$ cat config.mk
export PLATFORM = sky130hd
export DESIGN_NAME = logsin_operator
export DESIGN_NICKNAME = d
export VERILOG_FILES = /design/src/rtl/logsin_operator.sv
export SDC_FILE = /design/constraint.sdc
export NUM_CORES = 1
export LEC_CHECK = 0
export CORE_MARGIN = 2
export CORE_UTILIZATION = 59
export CTS_BUF_LIST = sky130_fd_sc_hd__clkbuf_8
export DETAILED_ROUTE_END_ITERATION = 12
export GPL_TIMING_DRIVEN = 1
export PLACE_DENSITY = 0.9
export RECOVER_POWER = 50
export SLEW_MARGIN = 20
export SYNTH_ARGS = -nofsm -noshare
export SYNTH_HDL_FRONTEND = slang
export SYNTH_SLANG_ARGS = --single-unit
$ cat constraint.sdc
create_clock -name clk -period 6.55 [get_ports clk]
set_input_delay 1.31 -clock clk [delete_from_list [all_inputs] [get_ports clk]]
set_output_delay 1.31 -clock clk [all_outputs]
set_load 0.005 [all_outputs]
$ cat src/rtl/logsin_operator.sv
// Log-domain sine sequencer: phase accumulator -> log-sine ROM -> +attenuation -> exponent ROM -> shift/sign.
// Define LOGSIN_ROUND_EN to round the final shift half-up instead of truncating.
module logsin_operator #(
  parameter int unsigned PHASE_W = 20,
  parameter int unsigned ATT_W   = 12
) (
  input  logic               clk,
  input  logic               rst_n,
  input  logic               start,
  input  logic               phase_clr,
  input  logic [PHASE_W-1:0] phase_inc,
  input  logic [ATT_W-1:0]   atten,
  output logic [7:0]         log_addr,
  input  logic [15:0]        logsn,
  output logic [7:0]         pow_addr,
  input  logic [9:0]         sinpow,
  output logic               busy,
  output logic [11:0]        sample,
  output logic               out_valid,
  output logic               start_drop
);

  typedef enum logic [2:0] {
    IDLE,
    LOG_WAIT,
    LOG_SUM,
    POW_WAIT,
    SHIFT
  } state_t;

  state_t             state_q, state_d;
  logic [PHASE_W-1:0] acc_q, acc_d;
  logic               sign_q, sign_d;
  logic [ATT_W-1:0]   att_q, att_d;
  logic [7:0]         log_addr_q, log_addr_d;
  logic [12:0]        total_q, total_d;
  logic [11:0]        sample_q, sample_d;
  logic               out_valid_q, out_valid_d;
  logic               start_drop_q, start_drop_d;

  logic [PHASE_W-1:0] acc_base;
  logic [9:0]         phase;
  logic [10:0]        mant;
  logic [4:0]         sh;
  logic [10:0]        mag;

  always_comb begin
    mant = {1'b1, sinpow};
    sh   = total_q[12:8];
    mag  = '0;
`ifdef LOGSIN_ROUND_EN
    if (sh == 5'd0) begin
      mag = mant;
    end else if (sh < 5'd11) begin
      // 12-bit sum keeps the carry from mant + half-LSB before shifting
      mag = 11'((12'(mant) + (12'd1 << (sh - 5'd1))) >> sh);
    end
`else
    if (sh < 5'd11) begin
      mag = mant >> sh;
    end
`endif
  end

  always_comb begin
    state_d      = state_q;
    acc_d        = acc_q;
    sign_d       = sign_q;
    att_d        = att_q;
    log_addr_d   = log_addr_q;
    total_d      = total_q;
    sample_d     = sample_q;
    out_valid_d  = 1'b0;
    start_drop_d = start_drop_q;

    acc_base = phase_clr ? '0 : acc_q;
    phase    = acc_base[PHASE_W-1 -: 10];

    if (phase_clr) begin
      acc_d = '0;
    end
    if (start && state_q != IDLE) begin
      start_drop_d = 1'b1;
    end

    unique case (state_q)
      IDLE: begin
        if (start) begin
          acc_d      = acc_base + phase_inc;
          sign_d     = phase[9];
          log_addr_d = phase[8] ? ~phase[7:0] : phase[7:0];
          att_d      = atten;
          state_d    = LOG_WAIT;
        end
      end
      LOG_WAIT: state_d = LOG_SUM;
      LOG_SUM: begin
        total_d = 13'(logsn[11:0]) + 13'(att_q);
        state_d = POW_WAIT;
      end
      POW_WAIT: state_d = SHIFT;
      SHIFT: begin
        sample_d    = sign_q ? 12'(-{1'b0, mag}) : {1'b0, mag};
        out_valid_d = 1'b1;
        state_d     = IDLE;
      end
      default: state_d = IDLE;
    endcase
  end

  always_ff @(posedge clk or negedge rst_n) begin
    if (!rst_n) begin
      state_q      <= IDLE;
      acc_q        <= '0;
      sign_q       <= 1'b0;
      att_q        <= '0;
      log_addr_q   <= '0;
      total_q      <= '0;
      sample_q     <= '0;
      out_valid_q  <= 1'b0;
      start_drop_q <= 1'b0;
    end else begin
      state_q      <= state_d;
      acc_q        <= acc_d;
      sign_q       <= sign_d;
      att_q        <= att_d;
      log_addr_q   <= log_addr_d;
      total_q      <= total_d;
      sample_q     <= sample_d;
      out_valid_q  <= out_valid_d;
      start_drop_q <= start_drop_d;
    end
  end

  assign log_addr   = log_addr_q;
  assign pow_addr   = total_q[7:0];
  assign busy       = (state_q != IDLE);
  assign sample     = sample_q;
  assign out_valid  = out_valid_q;
  assign start_drop = start_drop_q;

endmodule

==> results.py <==
metrics = {
    "run_status": {
        "status": "finished, violations left",
        "violations": "capacitance limit, slew limit",
    },
    "synthesis": {
        "synth_edf_count": 0,
        "synth_cell_types": 67,
        "synth_ff_type": "dfrtp_1",
        "synth-seq-area-share_pct": 34.9,
        "yosysTopAreaCell": "dfrtp_1",
        "yosys_warnings": 0,
        "ys_ff_latch": 71,
        "synth_area_mm2": 0.00509,
        "synth_nets": 641,
        "syn_avg_cell_area_um2": 9.34,
        "synth_cells": 545,
        "async_flop_share_pct": 100,
        "synthTopCellsByArea": "dfrtp_1 (35%), ha_1 (7.9%), mux2_2 (5.8%), nand2_1 (5.0%), xnor2_1 (4.8%)",
        "synth_top_area_share_pct": 34.9,
    },
    "detailed_routing": {
        "antenna_left": 0,
        "routedWlPerCell_um": 15.6,
        "vias": 4158,
        "drc": 0,
        "via_per_inst": 5.75,
        "drt-total-wl_mm": 11.2,
        "dr.pass1.iters": 4,
        "drtIter0Drc": 218,
    },
    "finish": {
        "fin_cells": 723,
        "drive_above_1_share_pct": 9.71,
        "fillers": 608,
        "final_area_mm2": 0.00607,
        "ff_latch_area_mm2": 0.00178,
        "layout.nets": 709,
        "area.growth.synth_to_final_pct": 19.2,
        "antenna_cells": 0,
        "multi_input_area_mm2": 0.00299,
    },
    "timing": {
        "maxSlewViolCount": 117,
        "timing.hold.ws_ps": 469,
        "setup_ws_ps": 2060,
        "skew_ps": 7.87,
        "fin_crit_sh_pct": 68.5,
        "tightest_slew_ps": 3790,
        "clock.fmax_ghz": 0.223,
        "period_needed_ps": 4490,
        "hold_viol": 0,
        "setup_violations": 0,
        "rsz0062_at_grt": "no",
        "slew_headroom_pct": -152,
        "setup_tns_ps": 0,
    },
    "floorplan": {
        "num_io_pins": 93,
        "core.rowCount": 33,
        "die-area_mm2": 0.00939,
        "die_x_um": 96.9,
        "core_mm2": 0.00830,
        "start_util_pct": 61.3,
        "chipHeight_um": 96.9,
    },
    "global_routing": {
        "grt_pass1_wl_mm": 19.2,
        "antenna_found_initial": 0,
        "grt_use_total_pct": 24.7,
        "grt.overflow.total": 0,
        "grt_max_degree": 72,
        "grt_pass1_vias": 4185,
    },
    "cts": {
        "clkLatencyLatePin_ps": 340,
        "cts_root_buf": "clkbuf_8",
        "cts.repair.resized": 0,
        "hold_buffers": 0,
        "clkTransAtPathRegs_ps": 80,
        "cts.htree.levels": 3,
        "clockBufferDepth": 2,
        "cts_tree": "done",
        "cts_made_buffers": 9,
        "cts.sinks": 71,
        "postCtsSetupRepairBufs": 0,
    },
    "worst_setup_path": {
        "path_class": "input port to async pin",
        "critPathSlowestCell": "clkbuf_1",
        "worstPathArrival_ps": 4070,
        "cpLargestDelayFamily": "buffers and inverters",
        "cp_data_required_time_ps": 6140,
        "worst_setup_path_start_kind": "input port",
        "crit_path_cell_trace": "buf_2 > clkbuf_1",
        "critical_path.max_stage_delay_ps": 2640,
        "cp_max_fo": 71,
        "cp_num_buf_inv": 2,
        "endpoint_kind": "async pin",
    },
    "power_and_ir_drop": {
        "ir_drop_uv": 223,
        "leakagePower_nw": 2.61,
        "power-per-cell-area_mw_per_mm2": 431,
    },
    "place": {
        "gp_congestion": 0.907,
        "port_buffers": 88,
        "dp_cells": 707,
        "hpwl_mm": 8.32,
        "dpl_cell_area_mm2": 0.00588,
        "dp_slack_ps": 1790,
    },
    "job": {
        "cap_violations": 2,
    },
    "min_path": {
        "hp-class": "flip-flop to flip-flop",
    },
}
## report_power, final
group	leakage (nW)	total, mW	internal [mW]	switching [mW]
Sequential	0.906	0.830	0.630	0.201
Clock	0.0933	0.356	0.177	0.179
Combinational	1.62	1.43	0.730	0.702
## per-layer routing
metal | track usage (%) | part of all wire [%] | up-vias
li1 | - | - | 2055
met1 | 30.9 | 44 | 1986
met2 | 44.0 | 50 | 103
met3 | 3.68 | 4.1 | 14
met4 | 7.37 | 1.4 | 0
met5 | 0 | 0 | -
## stage by stage
| stage | total power [mW] | util, % |
|---|---|---|
| after floorplan | 1.91 | - |
| after global placement | 2.18 | 70.9 |
| after detailed placement | 2.26 | 70.9 |
| after CTS | 2.62 | 73.3 |
| after global routing | 2.83 | 73.1 |
| final | 2.62 | 73.1 |
## Yosys cell counts (all sizes together), types with 4 or more instances
library cell and count:
nor3 15, clkbuf 19, mux2 26, o21bai 5, inv 21, a211oi 5, dfrtp 71, mux4 4
o21a 4, o31ai 12, nor2b 22, a21oi 27, nor2 32, o21ai 45, o211ai 6, a21o 8
a31oi 4, nand2 68, a2111oi 4, nand3 6, xor2 12, buf 16, ha 32, xnor2 28
## registers in the layout (all words and copies together), names as in the netlist
signal,count
acc_q,20
start_drop,1
att_q,12
sample,12
state_q,3
total_q,13
out_valid,1
sign_q,1
log_addr,8
## area by class of cell
class | instances | share of cell area [%]
clock buffer | 9 | 2.04
multi-input combinational | 418 | 49.3
sequential | 71 | 29.3
clock inverter | 7 | 1.22
tap | 105 | 2.16
timing repair buffer | 92 | 14.7
inverter | 21 | 1.30
## cell usage in the layout, fill, tap and decap left out, types with 5 or more instances in the layout
cell type        count
xnor2_1             28
a211oi_1             5
o211ai_1             5
dfrtp_1             71
xor2_1              12
o21ai_0             40
mux2_2              26
clkbuf_8             9
o21ai_1              5
a21oi_1             27
nand3_1              5
nor3_1              15
nor2b_1             22
nor2_1              32
o21bai_1             5
clkdlybuf4s50_1     85
a21o_1               8
ha_1                32
nand2_1             68
inv_1               22
o31ai_1             12
## kinds of logic after synthesis
kind of cell	count (synthesis)	share of synthesized area (%)
multiplexers	33	8.18
AND/OR/NAND/NOR	172	16.7
AO/OA/AOI/OAI	139	18.3
buffers and inverters	56	6.39
adder cells (fa/ha/maj)	34	8.65
XOR/XNOR	40	6.88
flip-flops	71	34.9
## final timing paths
check                            from           to  slack [ps]  cells past startpoint
max                             rst_n  total_q[10]        2060                      2
min                        sample[11]   sample[11]         470                      2
max reg2reg                total_q[8]   sample[10]        3220                      9
min reg2reg                sample[11]   sample[11]         470                      2
max in group clk            phase_clr    acc_q[17]        2160                     14
min in group asynchronous       rst_n    sample[5]        2360                      2
Note: power is estimated with default switching activity, not from simulation.
